<file path="src/rtl/demux_1_a_4_if.sv">
// demux_1_a_4_if -- bundles the input handshake (word, channel select, valid/ready)
// and the four-channel output handshake (held words, valid flags, consumer readies)
// plus the delivered-word counter of demux_1_a_4.
//   slave  : the demux side (consumes i_*, drives o_*)
//   master : the environment side (drives i_*, observes o_*)
interface demux_1_a_4_if #(
  parameter int n = 4
);
  logic [n-1:0] i_Datos;
  logic [1:0]   i_sel;
  logic         i_valid;
  logic         o_ready;
  logic [n-1:0] o_Datos_0;
  logic [n-1:0] o_Datos_1;
  logic [n-1:0] o_Datos_2;
  logic [n-1:0] o_Datos_3;
  logic [3:0]   o_valid;
  logic [3:0]   i_ready;
  logic [7:0]   o_total;

  modport slave (
    input  i_Datos, i_sel, i_valid, i_ready,
    output o_ready, o_Datos_0, o_Datos_1, o_Datos_2, o_Datos_3, o_valid, o_total
  );

  modport master (
    output i_Datos, i_sel, i_valid, i_ready,
    input  o_ready, o_Datos_0, o_Datos_1, o_Datos_2, o_Datos_3, o_valid, o_total
  );
endinterface

</file>
<file path="src/rtl/demux_1_a_4.sv">
// demux_1_a_4 -- 1-to-4 demultiplexer with a one-word holding register per channel.
// An incoming word is steered to channel i_sel and held there until that channel's
// consumer takes it; o_total counts delivered words modulo 256.
// Ports:
//   i_clk   : clock, all state on rising edge
//   i_rst_n : asynchronous active-low reset, clears all holding registers and o_total
//   bus     : demux_1_a_4_if.slave (i_Datos/i_sel/i_valid/o_ready on the input side,
//             o_Datos_0..3/o_valid/i_ready per channel, o_total counter)
module demux_1_a_4 #(
  parameter int n = 4
) (
  input  logic           i_clk,
  input  logic           i_rst_n,
  demux_1_a_4_if.slave   bus
);

  logic [n-1:0] data_q [4];
  logic [3:0]   valid_q;
  logic [7:0]   total_q;

  logic [3:0]   deliver;
  logic [3:0]   load;
  logic         ready;
  logic [2:0]   n_deliv;

  always_comb begin
    deliver = valid_q & bus.i_ready;
    // A channel can take a word if it is empty or is being drained at this same edge.
    ready   = !valid_q[bus.i_sel] | bus.i_ready[bus.i_sel];
    load    = 4'b0000;
    if (bus.i_valid && ready) begin
      load[bus.i_sel] = 1'b1;
    end
    n_deliv = 3'(deliver[0]) + 3'(deliver[1]) + 3'(deliver[2]) + 3'(deliver[3]);
  end

  always_ff @(posedge i_clk or negedge i_rst_n) begin
    if (!i_rst_n) begin
      valid_q <= 4'b0000;
      total_q <= 8'h00;
      for (int k = 0; k < 4; k++) begin
        data_q[k] <= '0;
      end
    end else begin
      // Load wins over delivery so a simultaneous drain/refill keeps the flag set.
      valid_q <= (valid_q & ~deliver) | load;
      total_q <= total_q + 8'(n_deliv);
      for (int k = 0; k < 4; k++) begin
        if (load[k]) begin
          data_q[k] <= bus.i_Datos;
        end
      end
    end
  end

  assign bus.o_ready   = ready;
  assign bus.o_valid   = valid_q;
  assign bus.o_total   = total_q;
  assign bus.o_Datos_0 = data_q[0];
  assign bus.o_Datos_1 = data_q[1];
  assign bus.o_Datos_2 = data_q[2];
  assign bus.o_Datos_3 = data_q[3];

endmodule

</file>
<file path="src/flat_wrapper.sv">
// flat-port wrapper written by rule: the top's interface ports become plain ports
module demux_1_a_4_flat 
#(
  parameter int n = 4
)
  (i_clk, i_rst_n, bus_i_Datos, bus_i_sel, bus_i_valid, bus_i_ready, bus_o_ready, bus_o_Datos_0, bus_o_Datos_1, bus_o_Datos_2, bus_o_Datos_3, bus_o_valid, bus_o_total);
  demux_1_a_4_if #(.n(n)) bus_i ();
  input  logic i_clk;
  input  logic i_rst_n;
  input wire logic [$bits(bus_i.i_Datos)-1:0] bus_i_Datos;
  input wire logic [$bits(bus_i.i_sel)-1:0] bus_i_sel;
  input wire logic [$bits(bus_i.i_valid)-1:0] bus_i_valid;
  input wire logic [$bits(bus_i.i_ready)-1:0] bus_i_ready;
  output wire logic [$bits(bus_i.o_ready)-1:0] bus_o_ready;
  output wire logic [$bits(bus_i.o_Datos_0)-1:0] bus_o_Datos_0;
  output wire logic [$bits(bus_i.o_Datos_1)-1:0] bus_o_Datos_1;
  output wire logic [$bits(bus_i.o_Datos_2)-1:0] bus_o_Datos_2;
  output wire logic [$bits(bus_i.o_Datos_3)-1:0] bus_o_Datos_3;
  output wire logic [$bits(bus_i.o_valid)-1:0] bus_o_valid;
  output wire logic [$bits(bus_i.o_total)-1:0] bus_o_total;
  assign bus_i.i_Datos = bus_i_Datos;
  assign bus_i.i_sel = bus_i_sel;
  assign bus_i.i_valid = bus_i_valid;
  assign bus_i.i_ready = bus_i_ready;
  assign bus_o_ready = bus_i.o_ready;
  assign bus_o_Datos_0 = bus_i.o_Datos_0;
  assign bus_o_Datos_1 = bus_i.o_Datos_1;
  assign bus_o_Datos_2 = bus_i.o_Datos_2;
  assign bus_o_Datos_3 = bus_i.o_Datos_3;
  assign bus_o_valid = bus_i.o_valid;
  assign bus_o_total = bus_i.o_total;
  demux_1_a_4 #(.n(n)) u_core (.i_clk(i_clk), .i_rst_n(i_rst_n), .bus(bus_i));
endmodule
</file>
<file path="config.mk">
export PLATFORM = sky130hd
export DESIGN_NAME = demux_1_a_4_flat
export DESIGN_NICKNAME = d
export VERILOG_FILES = /design/src/rtl/demux_1_a_4_if.sv /design/src/rtl/demux_1_a_4.sv /design/src/flat_wrapper.sv
export SDC_FILE = /design/constraint.sdc
export NUM_CORES = 1
export LEC_CHECK = 0
export CAP_MARGIN = 20
export CORE_MARGIN = 4
export CORE_UTILIZATION = 42
export CTS_BUF_LIST = sky130_fd_sc_hd__clkbuf_8
export CTS_CLUSTER_DIAMETER = 200
export CTS_CLUSTER_SIZE = 30
export DETAILED_ROUTE_END_ITERATION = 7
export GPL_TIMING_DRIVEN = 1
export PLACE_DENSITY = 0.77
export RECOVER_POWER = 25
export SYNTH_ARGS = -nofsm -noshare
export SYNTH_HDL_FRONTEND = slang
export SYNTH_SLANG_ARGS = --single-unit
</file>
<file path="constraint.sdc">
create_clock -name i_clk -period 2.4 [get_ports i_clk]
set_clock_uncertainty 0.05 [all_clocks]
set_input_delay 0.48 -clock i_clk [delete_from_list [all_inputs] [get_ports i_clk]]
set_output_delay 0.48 -clock i_clk [all_outputs]
set_load 0.01 [all_outputs]
</file>
==> Flow_metrics.wiki <==
{| class="wikitable"
! Metric !! Value
|-
| Overall die area || 3940 sq um
|-
| Total of hold buffers inserted after clock tree synthesis || 0
|-
| Total via count after detailed routing || 936
|-
| Area of the multi-input gates || 644 sq um
|-
| Number of buffers added by the clock tree synthesis step || 3
|-
| Maximum clock path buffer count || 2
|-
| Area of the placeable core || 2810 sq um
|-
| Clock root buffer || sky130_fd_sc_hd__clkbuf_8
|-
| Hold slack || about 420 ps
|-
| Largest voltage drop on the vdd net || 0.498 mV
|-
| Number of placed I/O pins || between 40 and 50
|-
| Setup slack, reg-to-reg || -80 ps
|-
| Number of violations of the max-capacitance limit || 0
|-
| Total Routing Usage GR || 0.151
|-
| Crit-path max cell delay || 400 ps
|-
| Number of port buffers || 41
|-
| Distinct cell type count after synthesis || 26
|-
| Final Max Slew Viols || 0
|-
| Die Y || between 60 and 70 um
|-
| Avg Inst Size Synth || 13.6 sq um
|-
| Fmax || 0.403 GHz
|-
| Area of all placed cells without fillers || a little under 2000 sq um
|-
| Hold Vio Cnt, Final || 0
|-
| Via count of the first global-routing pass || 1,055
|-
| Growth of design area from synthesis to finish || 53.5%
|-
| Warning count from the yosys run || 0
|-
| Pin count of the biggest net entering global routing || 29
|-
| CTS tree || built
|-
| Iteration count of the initial detailed-routing pass || 4
|-
| Routed length per placed instance || 15.9 um
|-
| Placed instance area || 1820 sq um
|-
| Sequential fraction of the synthesis area || 0.556
|-
| DRC errors left || 0
|-
| Number of buffer and inverter instances along the worst setup path || 1
|-
| Result of the run || complete, but fails checks
|-
| Number of filler cells placed in the layout || 209
|-
| Least setup slack across all paths after layout || -78.3 ps
|-
| Crit path time final || between 2000 and 2500 ps
|-
| Cell family with most CP delay || adder cells
|-
| Standard-cell rows || 19
|-
| HPWL Detailed || between 2000 and 2500 um
|-
| Tightest slew margin relative to the limit || 0.0268
|-
| Worst Tran Pin Value || roughly 1500 ps
|-
| Commonest cells after routing, fill and taps aside || sky130_fd_sc_hd__clkdlybuf4s50_1, sky130_fd_sc_hd__dfrtp_1, sky130_fd_sc_hd__mux2_2
|-
| Total number of H-tree levels || 1
|-
| Sequential Area || 701 sq um
|-
| Number of nets in the final layout || 170
|-
| Detail-routed via count per cell || ~5.2
|-
| Routability-driven placement congestion ratio || 0.769
|-
| Final Routed Wirelength || between 2000 and 3000 um
|-
| Clock latency of the later-clocked register in the worst-skew pair || 260 ps
|-
| Clock-pin slew on the worst setup and hold paths || 90 ps
|-
| Violations in the final reports || negative setup slack
|-
| Worst Setup Path Type || reg -> reg
|-
| Syn_nets || 113
|-
| Most common cell after layout, fill and taps aside || sky130_fd_sc_hd__clkdlybuf4s50_1
|-
| Overall die width || 62.8 um
|-
| Starting density of the core || 0.450
|-
| Startpoint type of the worst setup path || flip-flop
|-
| Antenna violations before repair || 0
|-
| CP Max Fanout || 2
|-
| Fraction of final layout cells sized beyond drive strength 1 || 0.338
|-
| Number of flip-flops and latches in the synthesized netlist || 28
|-
| Areal power density over the cells || 817 nW/um^2
|-
| Overflow after GRT || 0
|-
| Final ANT Viol Nets || 0
|-
| CP max stage cell || sky130_fd_sc_hd__dfrtp_1
|-
| Synthesized netlist cell count || slightly above 90
|-
| Sink count of the clock tree || 28
|-
| Crit path arrival time || 2580 ps
|-
| Summed instance area of the synthesized netlist || 1260 sq um
|-
| Data required time of the worst path || 2500 ps
|-
| Global-route wire length before repair || just under 5000 um
|-
| Iteration-0 DRC count of the detailed router || 24
|-
| Setup-failing EPs final || 3
|-
| RSZ-0062 raised after global routing || yes
|-
| Kind of path behind the tightest hold check || reg -> reg
|-
| Ant. Diodes || 0
|-
| Kind of capture point of the worst setup path || flip-flop
|-
| Sum of internal, switching and leakage power || 0.00158 W
|-
| Cell-by-cell trace of the critical path || and2_4, ha_4, fa_2, ha_4, inv_1, fa_2, nor2b_2, o2111ai_2, xnor2_1
|-
| Leakage power || 0.826 nW
|-
| Post-route clock period utilization || 1.03
|}
==> per-stage QoR <==
step / utilization / setup TNS (ps) / cells / setup WS (ps)
finish: 0.690 / -186 / 179 / -78.3
global route: 0.690 / -380 / 179 / -155
CTS: 0.678 / -97.9 / 179 / -51.2
detailed placement: 0.647 / -4010 / 175 / -636
global placement: 0.647 / -3590 / 175 / -578
floorplan: - / -245 / 93 / -110
==> cells in the mapped netlist <==
library cell / instances / share of area
sky130_fd_sc_hd__nor2_1: 1 / 0.0030
sky130_fd_sc_hd__dfrtp_1: 28 / 0.56
sky130_fd_sc_hd__mux4_2: 1 / 0.018
sky130_fd_sc_hd__inv_1: 4 / 0.012
sky130_fd_sc_hd__nand2b_1: 4 / 0.020
sky130_fd_sc_hd__nor3b_2: 1 / 0.0099
sky130_fd_sc_hd__a21oi_1: 1 / 0.0040
sky130_fd_sc_hd__a211oi_1: 1 / 0.0060
sky130_fd_sc_hd__ha_1: 5 / 0.050
sky130_fd_sc_hd__fa_1: 2 / 0.032
sky130_fd_sc_hd__nand2_1: 6 / 0.018
sky130_fd_sc_hd__buf_2: 1 / 0.0040
sky130_fd_sc_hd__xor2_1: 2 / 0.014
sky130_fd_sc_hd__nor3_1: 1 / 0.0040
sky130_fd_sc_hd__nand3b_1: 1 / 0.0060
sky130_fd_sc_hd__and3_1: 1 / 0.0050
sky130_fd_sc_hd__nor2b_2: 2 / 0.014
sky130_fd_sc_hd__nand3_1: 1 / 0.0040
sky130_fd_sc_hd__xnor2_1: 4 / 0.028
sky130_fd_sc_hd__o21ai_0: 2 / 0.0079
sky130_fd_sc_hd__and2_1: 4 / 0.020
sky130_fd_sc_hd__mux2_2: 16 / 0.14
sky130_fd_sc_hd__o211ai_1: 1 / 0.0060
sky130_fd_sc_hd__o2111ai_1: 1 / 0.0069
sky130_fd_sc_hd__nor2b_1: 1 / 0.0050
sky130_fd_sc_hd__a21o_1: 1 / 0.0060
==> worst paths after layout <==
path / from / endpoint / cells after the start
max: u_core.bus.o_valid[1] / u_core.bus.o_total[6] / 9
min reg2reg: u_core.bus.o_total[7] / u_core.bus.o_total[7] / 1
min in group asynchronous: i_rst_n / u_core.bus.o_total[4] / 2
max reg2reg: u_core.bus.o_valid[1] / u_core.bus.o_total[6] / 9
max in group asynchronous: i_rst_n / u_core.bus.o_valid[0] / 2
min: u_core.bus.o_total[7] / u_core.bus.o_total[7] / 1
==> area by class of cell <==
type                       count  area share
timing repair buffer          53       0.256
inverter                       4     0.00776
multi-input combinational     60       0.333
tap                           31      0.0200
clock buffer                   3      0.0213
sequential                    28       0.362
==> kinds of logic after synthesis <==
| family | share of synthesized area |
|---|---|
| compound gates | 0.0367 |
| fa+ha+maj | 0.0814 |
| xor+xnor | 0.0417 |
| mux | 0.161 |
| flops | 0.556 |
| buf+inv | 0.0159 |
| simple gates | 0.108 |
==> where the power goes <==
group | internal [W] | leakage, nW | switching [W] | total [W]
Sequential | 0.000588 | 0.342 | 0.000104 | 0.000692
Combinational | 0.000399 | 0.463 | 0.000250 | 0.000649
Clock | 0.000112 | 0.0216 | 0.000128 | 0.000240
==> layer usage <==
metal,routed length (um),share of wire,vias to the layer above,GRT usage
li1,-,-,432,-
met1,1130,0.40,463,0.172
met2,1430,0.50,37,0.270
met3,242,0.085,4,0.0612
met4,38,0.013,0,0.0248
met5,0,0,-,0
==> what timing repair did <==
action / 4_1_cts / 5_1_grt
setup endpoints to repair: 8 / 6
resized for setup: 14 / 5
pin swaps: 9 / 3
setup buffers: 1 / 0
==> state kept, by name (all words and copies together), names as in the netlist <==
name                  count
u_core.bus.o_total        8
u_core.bus.o_Datos_1      4
u_core.bus.o_valid        4
u_core.bus.o_Datos_3      4
u_core.bus.o_Datos_2      4
u_core.bus.o_Datos_0      4
Note: power is estimated with default switching activity, not from simulation.
